[config.mk]
export PLATFORM = sky130hd
export DESIGN_NAME = pixie_fb_arbiter_flat
export DESIGN_NICKNAME = d
export VERILOG_FILES = /design/src/rtl/pixie_fb_pkg.sv /design/src/rtl/pixie_fb_arbiter_if.sv /design/src/rtl/pixie_fb_clear_seq.sv /design/src/rtl/pixie_fb_arbiter.sv /design/src/flat_wrapper.sv
export SDC_FILE = /design/constraint.sdc
export NUM_CORES = 1
export LEC_CHECK = 0
export CAP_MARGIN = 25
export CELL_PAD_IN_SITES_DETAIL_PLACEMENT = 1
export CELL_PAD_IN_SITES_GLOBAL_PLACEMENT = 1
export CORE_UTILIZATION = 48
export CTS_CLUSTER_DIAMETER = 60
export DETAILED_ROUTE_END_ITERATION = 16
export DONT_BUFFER_PORTS = 1
export HOLD_SLACK_MARGIN = 0.15
export MAX_ROUTING_LAYER = met4
export PLACE_DENSITY_LB_ADDON = 0.1
export SLEW_MARGIN = 40
export SYNTH_ARGS = -nofsm -noshare
export SYNTH_HDL_FRONTEND = slang
export SYNTH_HIERARCHICAL = 1
export SYNTH_SLANG_ARGS = --single-unit
[constraint.sdc]
create_clock -name clk -period 4 [get_ports clk]
set_input_delay 0.2 -clock clk [delete_from_list [all_inputs] [get_ports clk]]
set_output_delay 0.2 -clock clk [all_outputs]
set_load 0.02 [all_outputs]
[src/rtl/pixie_fb_pkg.sv]
// Shared definitions for the Pixie framebuffer arbiter slice.
// Holds the framebuffer geometry, the read-owner tag and the clear FSM states.
package pixie_fb_pkg;

  localparam int FB_ADDR_W = 10;
  localparam int FB_DATA_W = 8;
  localparam int FB_DEPTH  = 1024;

  // Records who issued the RAM read in the previous cycle, so the returning
  // byte (one cycle of RAM latency) can be steered to the right consumer.
  typedef enum logic [1:0] {
    NONE = 2'd0,
    DISP = 2'd1,
    CPU  = 2'd2
  } owner_e;

  typedef enum logic {
    IDLE  = 1'b0,
    CLEAR = 1'b1
  } clr_state_e;

endpackage

[src/rtl/pixie_fb_arbiter_if.sv]
// Bundle of every signal between the framebuffer arbiter, its three users
// and the single-port framebuffer RAM.
//   slave  : the arbiter side (takes requests and ram_rdata, drives grants,
//            returned data and the RAM port)
//   master : the environment side (display back end, CPU/DMA, clear control
//            and the RAM itself)
interface pixie_fb_arbiter_if;
  import pixie_fb_pkg::*;

  logic                 disp_rd_en;
  logic [FB_ADDR_W-1:0] disp_addr;
  logic [FB_DATA_W-1:0] disp_data;

  logic                 cpu_wr_req;
  logic [FB_ADDR_W-1:0] cpu_wr_addr;
  logic [FB_DATA_W-1:0] cpu_wr_data;
  logic                 cpu_wr_ack;

  logic                 cpu_rd_req;
  logic [FB_ADDR_W-1:0] cpu_rd_addr;
  logic                 cpu_rd_ack;
  logic [FB_DATA_W-1:0] cpu_rd_data;
  logic                 cpu_rd_valid;

  logic                 clr_start;
  logic [FB_DATA_W-1:0] clr_data;
  logic                 clr_busy;
  logic                 clr_done;

  logic [FB_ADDR_W-1:0] ram_addr;
  logic [FB_DATA_W-1:0] ram_wdata;
  logic                 ram_we;
  logic [FB_DATA_W-1:0] ram_rdata;

  modport slave (
    input  disp_rd_en, disp_addr,
    output disp_data,
    input  cpu_wr_req, cpu_wr_addr, cpu_wr_data,
    output cpu_wr_ack,
    input  cpu_rd_req, cpu_rd_addr,
    output cpu_rd_ack, cpu_rd_data, cpu_rd_valid,
    input  clr_start, clr_data,
    output clr_busy, clr_done,
    output ram_addr, ram_wdata, ram_we,
    input  ram_rdata
  );

  modport master (
    output disp_rd_en, disp_addr,
    input  disp_data,
    output cpu_wr_req, cpu_wr_addr, cpu_wr_data,
    input  cpu_wr_ack,
    output cpu_rd_req, cpu_rd_addr,
    input  cpu_rd_ack, cpu_rd_data, cpu_rd_valid,
    output clr_start, clr_data,
    input  clr_busy, clr_done,
    input  ram_addr, ram_wdata, ram_we,
    output ram_rdata
  );

endinterface

[src/rtl/pixie_fb_clear_seq.sv]
// Clear-screen sequencer: sweeps every framebuffer byte with a fill value.
// Ports:
//   clk, reset : system clock, synchronous active-high reset
//   i_start    : start a sweep (ignored while a sweep runs)
//   i_fill     : fill byte, latched together with i_start
//   i_grant    : the arbiter let this cycle's write through
//   o_req      : a write is wanted this cycle
//   o_addr     : address of the pending write (the sweep counter)
//   o_data     : fill byte of the pending write
//   o_busy     : high for the whole sweep
//   o_done     : one-cycle pulse after the last write
module pixie_fb_clear_seq
  import pixie_fb_pkg::*;
(
  input  logic                 clk,
  input  logic                 reset,
  input  logic                 i_start,
  input  logic [FB_DATA_W-1:0] i_fill,
  input  logic                 i_grant,
  output logic                 o_req,
  output logic [FB_ADDR_W-1:0] o_addr,
  output logic [FB_DATA_W-1:0] o_data,
  output logic                 o_busy,
  output logic                 o_done
);

  localparam logic [FB_ADDR_W-1:0] LAST_ADDR = FB_ADDR_W'(FB_DEPTH - 1);

  clr_state_e           r_state;
  clr_state_e           w_stateNext;
  logic [FB_ADDR_W-1:0] r_cnt;
  logic [FB_ADDR_W-1:0] w_cntNext;
  logic [FB_DATA_W-1:0] r_fill;
  logic [FB_DATA_W-1:0] w_fillNext;
  logic                 r_done;
  logic                 w_doneNext;

  // State, counter, fill byte and done pulse all move together on the clock;
  // reset drops any sweep in progress without a done pulse.
  always_ff @(posedge clk) begin
    if (reset) begin
      r_state <= IDLE;
      r_cnt   <= '0;
      r_fill  <= '0;
      r_done  <= 1'b0;
    end else begin
      r_state <= w_stateNext;
      r_cnt   <= w_cntNext;
      r_fill  <= w_fillNext;
      r_done  <= w_doneNext;
    end
  end

  // The counter only advances on a granted write, so display fetches simply
  // stretch the sweep. The write to the last address ends it; the counter
  // never wraps.
  always_comb begin
    w_stateNext = r_state;
    w_cntNext   = r_cnt;
    w_fillNext  = r_fill;
    w_doneNext  = 1'b0;
    case (r_state)
      IDLE: begin
        if (i_start) begin
          w_stateNext = CLEAR;
          w_cntNext   = '0;
          w_fillNext  = i_fill;
        end
      end
      CLEAR: begin
        if (i_grant) begin
          if (r_cnt == LAST_ADDR) begin
            w_stateNext = IDLE;
            w_doneNext  = 1'b1;
          end else begin
            w_cntNext = r_cnt + FB_ADDR_W'(1);
          end
        end
      end
      default: w_stateNext = IDLE;
    endcase
  end

  assign o_req  = (r_state == CLEAR);
  assign o_busy = (r_state == CLEAR);
  assign o_addr = r_cnt;
  assign o_data = r_fill;
  assign o_done = r_done;

endmodule

[src/rtl/pixie_fb_arbiter.sv]
// Arbiter for the single-port 1024x8 Pixie framebuffer RAM.
// Per-cycle priority: display fetch, clear sweep, CPU write, CPU read.
// Display fetches always return on the next cycle, so the raster is never
// disturbed; everything else uses the leftover cycles.
// Ports:
//   clk, reset : system clock, synchronous active-high reset
//   fb         : slave side of pixie_fb_arbiter_if (display fetch, CPU write
//                and read handshakes, clear control, RAM port)
module pixie_fb_arbiter
  import pixie_fb_pkg::*;
(
  input  logic              clk,
  input  logic              reset,
  pixie_fb_arbiter_if.slave fb
);

  logic                 w_clrReq;
  logic [FB_ADDR_W-1:0] w_clrAddr;
  logic [FB_DATA_W-1:0] w_clrData;
  logic                 w_clrBusy;
  logic                 w_clrDone;

  logic                 w_grantDisp;
  logic                 w_grantClr;
  logic                 w_grantWr;
  logic                 w_grantRd;

  owner_e               r_tag;
  owner_e               w_tagNext;
  logic [FB_DATA_W-1:0] r_dispHold;
  logic [FB_DATA_W-1:0] r_cpuRdData;
  logic                 r_cpuRdValid;

  pixie_fb_clear_seq u_clear_seq (
    .clk     (clk),
    .reset   (reset),
    .i_start (fb.clr_start),
    .i_fill  (fb.clr_data),
    .i_grant (w_grantClr),
    .o_req   (w_clrReq),
    .o_addr  (w_clrAddr),
    .o_data  (w_clrData),
    .o_busy  (w_clrBusy),
    .o_done  (w_clrDone)
  );

  // Fixed-priority grant. CPU traffic is held off for the whole sweep, not
  // just the cycles the sweep actually writes, so a clear is never split.
  always_comb begin
    w_grantDisp = 1'b0;
    w_grantClr  = 1'b0;
    w_grantWr   = 1'b0;
    w_grantRd   = 1'b0;
    if (fb.disp_rd_en) begin
      w_grantDisp = 1'b1;
    end else if (w_clrBusy) begin
      w_grantClr = w_clrReq;
    end else if (fb.cpu_wr_req) begin
      w_grantWr = 1'b1;
    end else if (fb.cpu_rd_req) begin
      w_grantRd = 1'b1;
    end
  end

  // RAM port follows the grant combinationally; an idle cycle parks at 0.
  always_comb begin
    fb.ram_addr  = '0;
    fb.ram_wdata = '0;
    fb.ram_we    = 1'b0;
    if (w_grantDisp) begin
      fb.ram_addr = fb.disp_addr;
    end else if (w_grantClr) begin
      fb.ram_addr  = w_clrAddr;
      fb.ram_wdata = w_clrData;
      fb.ram_we    = 1'b1;
    end else if (w_grantWr) begin
      fb.ram_addr  = fb.cpu_wr_addr;
      fb.ram_wdata = fb.cpu_wr_data;
      fb.ram_we    = 1'b1;
    end else if (w_grantRd) begin
      fb.ram_addr = fb.cpu_rd_addr;
    end
  end

  // Tag the read issued this cycle so next cycle's ram_rdata goes to its owner.
  always_comb begin
    w_tagNext = NONE;
    if (w_grantDisp) begin
      w_tagNext = DISP;
    end else if (w_grantRd) begin
      w_tagNext = CPU;
    end
  end

  // Owner tag plus the display hold register; clearing the tag on reset is
  // also what cancels a CPU read that is still in flight.
  always_ff @(posedge clk) begin
    if (reset) begin
      r_tag      <= NONE;
      r_dispHold <= '0;
    end else begin
      r_tag <= w_tagNext;
      if (r_tag == DISP) begin
        r_dispHold <= fb.ram_rdata;
      end
    end
  end

  // CPU read return: one register stage after the RAM, giving ack-to-valid
  // of two cycles.
  always_ff @(posedge clk) begin
    if (reset) begin
      r_cpuRdData  <= '0;
      r_cpuRdValid <= 1'b0;
    end else begin
      r_cpuRdValid <= (r_tag == CPU);
      if (r_tag == CPU) begin
        r_cpuRdData <= fb.ram_rdata;
      end
    end
  end

  // Pass the RAM output straight through in the return cycle so the display
  // sees its byte at T+1, then keep showing it from the hold register.
  assign fb.disp_data    = (r_tag == DISP) ? fb.ram_rdata : r_dispHold;
  assign fb.cpu_wr_ack   = w_grantWr;
  assign fb.cpu_rd_ack   = w_grantRd;
  assign fb.cpu_rd_data  = r_cpuRdData;
  assign fb.cpu_rd_valid = r_cpuRdValid;
  assign fb.clr_busy     = w_clrBusy;
  assign fb.clr_done     = w_clrDone;

endmodule

[src/flat_wrapper.sv]
// flat-port wrapper written by rule: the top's interface ports become plain ports
module pixie_fb_arbiter_flat import pixie_fb_pkg::*;
  (clk, reset, fb_disp_rd_en, fb_disp_addr, fb_disp_data, fb_cpu_wr_req, fb_cpu_wr_addr, fb_cpu_wr_data, fb_cpu_wr_ack, fb_cpu_rd_req, fb_cpu_rd_addr, fb_cpu_rd_ack, fb_cpu_rd_data, fb_cpu_rd_valid, fb_clr_start, fb_clr_data, fb_clr_busy, fb_clr_done, fb_ram_addr, fb_ram_wdata, fb_ram_we, fb_ram_rdata);
  pixie_fb_arbiter_if fb_i ();
  input  logic clk;
  input  logic reset;
  input wire logic [$bits(fb_i.disp_rd_en)-1:0] fb_disp_rd_en;
  input wire logic [$bits(fb_i.disp_addr)-1:0] fb_disp_addr;
  output wire logic [$bits(fb_i.disp_data)-1:0] fb_disp_data;
  input wire logic [$bits(fb_i.cpu_wr_req)-1:0] fb_cpu_wr_req;
  input wire logic [$bits(fb_i.cpu_wr_addr)-1:0] fb_cpu_wr_addr;
  input wire logic [$bits(fb_i.cpu_wr_data)-1:0] fb_cpu_wr_data;
  output wire logic [$bits(fb_i.cpu_wr_ack)-1:0] fb_cpu_wr_ack;
  input wire logic [$bits(fb_i.cpu_rd_req)-1:0] fb_cpu_rd_req;
  input wire logic [$bits(fb_i.cpu_rd_addr)-1:0] fb_cpu_rd_addr;
  output wire logic [$bits(fb_i.cpu_rd_ack)-1:0] fb_cpu_rd_ack;
  output wire logic [$bits(fb_i.cpu_rd_data)-1:0] fb_cpu_rd_data;
  output wire logic [$bits(fb_i.cpu_rd_valid)-1:0] fb_cpu_rd_valid;
  input wire logic [$bits(fb_i.clr_start)-1:0] fb_clr_start;
  input wire logic [$bits(fb_i.clr_data)-1:0] fb_clr_data;
  output wire logic [$bits(fb_i.clr_busy)-1:0] fb_clr_busy;
  output wire logic [$bits(fb_i.clr_done)-1:0] fb_clr_done;
  output wire logic [$bits(fb_i.ram_addr)-1:0] fb_ram_addr;
  output wire logic [$bits(fb_i.ram_wdata)-1:0] fb_ram_wdata;
  output wire logic [$bits(fb_i.ram_we)-1:0] fb_ram_we;
  input wire logic [$bits(fb_i.ram_rdata)-1:0] fb_ram_rdata;
  assign fb_i.disp_rd_en = fb_disp_rd_en;
  assign fb_i.disp_addr = fb_disp_addr;
  assign fb_disp_data = fb_i.disp_data;
  assign fb_i.cpu_wr_req = fb_cpu_wr_req;
  assign fb_i.cpu_wr_addr = fb_cpu_wr_addr;
  assign fb_i.cpu_wr_data = fb_cpu_wr_data;
  assign fb_cpu_wr_ack = fb_i.cpu_wr_ack;
  assign fb_i.cpu_rd_req = fb_cpu_rd_req;
  assign fb_i.cpu_rd_addr = fb_cpu_rd_addr;
  assign fb_cpu_rd_ack = fb_i.cpu_rd_ack;
  assign fb_cpu_rd_data = fb_i.cpu_rd_data;
  assign fb_cpu_rd_valid = fb_i.cpu_rd_valid;
  assign fb_i.clr_start = fb_clr_start;
  assign fb_i.clr_data = fb_clr_data;
  assign fb_clr_busy = fb_i.clr_busy;
  assign fb_clr_done = fb_i.clr_done;
  assign fb_ram_addr = fb_i.ram_addr;
  assign fb_ram_wdata = fb_i.ram_wdata;
  assign fb_ram_we = fb_i.ram_we;
  assign fb_i.ram_rdata = fb_ram_rdata;
  pixie_fb_arbiter u_core (.clk(clk), .reset(reset), .fb(fb_i));
endmodule
==> impl_metrics.sql <==
INSERT INTO impl_metrics (metric_group, metric, value, unit) VALUES
('critical_path', 'cp.required', '3.80', 'ns'),
('floorplan', 'num_rows', '24', ''),
('placement', 'detailedPlacementHpwl', '3.98', 'mm'),
('yosys', 'number_of_storage_elements_in_the_synthesis_netlist', '39', ''),
('grt', 'grtUsageTotal', '26.4', '%'),
('timing', 'max_slew.worst_pin.slew', '0.659', 'ns'),
('pwr', 'max-vdd-ir-drop', '205', 'µV'),
('cells_and_area', 'area_growth_syn_to_layout', '13.8', '%'),
('critical_path', 'timing.critical_path.arrival', '2.30', 'ns'),
('yosys', 'syn_nets', '320', ''),
('run_status', 'outcome', 'complete, no violations', ''),
('floorplan', 'die_w', '69.3', 'µm'),
('placement', 'final_weighted_congestion_in_routability_driven_placement', '0.862', ''),
('detailed_routing', 'routed_wire_length_per_instance', '18.6', 'µm'),
('run', 'max-cap-violations', '0', ''),
('yosys', 'post_synth_instance_area', '0.00217', 'mm²'),
('timing', 'grt_setup_unrepaired', 'false', ''),
('pwr', 'pwr_density_cell', '360', 'mW/mm²'),
('timing', 'hold_viol', '0', ''),
('timing', 'setup_slack', '1.50', 'ns'),
('clocking', 'clock_sinks', '39', ''),
('critical_path', 'startpoint_type', 'flop', ''),
('yosys', 'synth_edf_count', '0', ''),
('timing', 'period_share', '62.4', '%'),
('detailed_routing', 'wl', '5.97', 'mm'),
('clocking', 'cts_setup_buffers', '0', ''),
('yosys', 'asyncSetResetFlopFracSynth', '0', '%'),
('hold_path', 'holdCritStartpoint', 'reset', ''),
('critical_path', 'setup.worst_path.start', 'u_core/u_clear_seq/o_busy', ''),
('critical_path', 'timing.rr.end', 'u_core/u_clear_seq/o_addr[3]', ''),
('grt', 'grt_pass1_vias', '1941', ''),
('yosys', 'netlist-cell-type-count', '47', ''),
('cells_and_area', 'area_of_the_multi_input_gates', '0.00127', 'mm²'),
('timing', 'setup_total_negative_slack', '0', 'ns'),
('detailed_routing', 'dr.pass1.iters', '4', ''),
('detailed_routing', 'drt_iter0_markers', '76', ''),
('detailed_routing', 'detail-route-antenna-nets', '0', ''),
('grt', 'overflow', '0', ''),
('floorplan', 'design.die.area', '0.00480', 'mm²'),
('detailed_routing', 'vias', '1970', ''),
('floorplan', 'initial_core_util', '49.9', '%'),
('timing', 'slew_viol_final', '0', ''),
('timing', 'finalWorstPathRequiredPeriod', '2.50', 'ns'),
('clocking', 'numCtsBuffers', '5', ''),
('hold_path', 'holdPathStages', '3', ''),
('pwr', 'post-layout-total-power', '0.889', 'mW'),
('cells_and_area', 'layout.cells.most_common_list', 'sky130_fd_sc_hd__nand2_1, sky130_fd_sc_hd__dfxtp_1, sky130_fd_sc_hd__nor2b_1', ''),
('hold_path', 'hold_removal_path_class', 'in2reg', ''),
('cells_and_area', 'most_common_cell_after_layout_fill_and_taps_aside', 'sky130_fd_sc_hd__nand2_1', ''),
('placement', 'post_dp_cell_area', '0.00215', 'mm²'),
('yosys', 'fraction_of_the_yosys_area_taken_by_sequential_cells', '36.0', '%'),
('cells_and_area', 'antenna-diode-count', '0', ''),
('detailed_routing', 'vias_per_cell', '6.14', ''),
('yosys', 'synth_area_per_cell', '8.38', 'µm²'),
('critical_path', 'worst_r2r_path_depth', '6', ''),
('yosys', 'dominantRegCellSynth', 'sky130_fd_sc_hd__dfxtp_1', ''),
('timing', 'finalClockSkew', '0.00771', 'ns'),
('cells_and_area', 'final_layout_size_suffix_gt1_share', '12.3', '%'),
('critical_path', 'worst-path-max-fanout', '19', ''),
('clocking', 'root_buffer', 'sky130_fd_sc_hd__clkbuf_8', ''),
('hold_path', 'hold_end', 'u_core/u_clear_seq/o_addr[5]', ''),
('detailed_routing', 'route.detailed.drc', '0', ''),
('critical_path', 'critPathCaptureType', 'output pin', ''),
('yosys', 'synthesis.instances', '259', ''),
('grt', 'grt_max_degree', '39', ''),
('pwr', 'static-leakage-power', '0.861', 'nW'),
('clocking', 'post_cts_sizing_count', '0', ''),
('cells_and_area', 'postLayoutCellArea', '0.00247', 'mm²'),
('timing', 'report.final.setup_viol', '0', ''),
('floorplan', 'count_of_pins_on_the_block_boundary', '100', ''),
('grt', 'antenna_violations_before_repair', '0', '');
## flip-flops by register name, indices dropped and copies added, names as in the netlist
| name | count |
|---|---|
| u_core/r_tag | 2 |
| u_core/u_clear_seq/o_data | 8 |
| u_core/u_clear_seq/o_addr | 10 |
| u_core/fb.cpu_rd_data | 8 |
| u_core/u_clear_seq/o_busy | 1 |
| u_core/fb.cpu_rd_valid | 1 |
| u_core/r_dispHold | 8 |
| u_core/u_clear_seq/o_done | 1 |
## worst max-delay path by stage
stage | endpoint | cells past startpoint
CTS | fb_ram_addr[9] | 4
finish | fb_ram_addr[9] | 4
global route | fb_ram_addr[9] | 4
global placement | u_core/u_clear_seq/o_addr[9] | 6
detailed placement | u_core/u_clear_seq/o_addr[9] | 6
floorplan | u_core/u_clear_seq/o_addr[9] | 7
## critical path: stages, from the launching register on
cell                       delay, ns
sky130_fd_sc_hd__dfxtp_2        0.46
sky130_fd_sc_hd__nor4b_4        0.58
sky130_fd_sc_hd__buf_4          0.29
sky130_fd_sc_hd__a221oi_1       0.09
sky130_fd_sc_hd__nor3_1         0.57
## logic make-up after synthesis
group / count (synthesis) / synth area share [%]
fa+ha+maj: 1 / 0.576
buf+inv: 25 / 5.82
flops: 39 / 36.0
mux: 9 / 4.61
compound gates: 55 / 20.0
simple gates: 130 / 33.0
## area by class of cell
cell class / instances / share of cell area (%)
multi-input combinational: 195 / 51.3
sequential: 39 / 31.7
timing repair buffer: 22 / 9.12
clock buffer: 5 / 2.79
tap: 52 / 2.63
clock inverter: 3 / 1.77
inverter: 5 / 0.760
## cell usage after synthesis (3+ instances only)
master / instances / area [µm²]
sky130_fd_sc_hd__a21oi_1: 20 / 100
sky130_fd_sc_hd__a221oi_1: 3 / 26.3
sky130_fd_sc_hd__a221oi_2: 8 / 120
sky130_fd_sc_hd__a22oi_1: 8 / 60.1
sky130_fd_sc_hd__and2_1: 4 / 25.0
sky130_fd_sc_hd__buf_6: 3 / 33.8
sky130_fd_sc_hd__clkbuf_1: 11 / 41.3
sky130_fd_sc_hd__dfxtp_1: 39 / 781
sky130_fd_sc_hd__inv_1: 5 / 18.8
sky130_fd_sc_hd__mux2_1: 7 / 78.8
sky130_fd_sc_hd__nand2_1: 40 / 150
sky130_fd_sc_hd__nand2b_1: 4 / 25.0
sky130_fd_sc_hd__nand3_1: 11 / 55.1
sky130_fd_sc_hd__nor2_1: 12 / 45.0
sky130_fd_sc_hd__nor2b_1: 24 / 150
sky130_fd_sc_hd__nor3_1: 13 / 65.1
sky130_fd_sc_hd__nor3_2: 8 / 80.1
## power by group
part / total, mW / switching (mW) / internal [mW] / leakage (nW)
sequential: 0.413 / 0.0127 / 0.400 / 0.317
combinational: 0.142 / 0.0872 / 0.0544 / 0.485
clock: 0.335 / 0.149 / 0.186 / 0.0581
## through the flow
step / hold slack (ns) / instances / utilization (%)
2_1_floorplan: 0.336 / 259 / -
3_3_place_gp: 0.272 / 292 / 49.1
3_5_place_dp: 0.277 / 293 / 49.3
4_1_cts: 0.156 / 321 / 56.7
5_1_grt: 0.165 / 321 / 56.7
6_report: 0.162 / 321 / 56.7
## repair_timing
action | 4_1_cts | 5_1_grt
endpoints found under the hold margin | 37 | 0
hold buffers | 20 | 0
endpoints found under the setup margin | 0 | 0
## metal layers
layer | GRT usage, % | vias to the layer above | routed length [µm] | part of all wire, %
li1 | - | 944 | - | -
met1 | 31.7 | 939 | 2570 | 43
met2 | 43.9 | 82 | 2980 | 50
met3 | 7.12 | 5 | 367 | 6.2
met4 | 6.12 | 0 | 46 | 0.77
met5 | - | - | 0 | 0
Power figures use the tool's default switching activity.
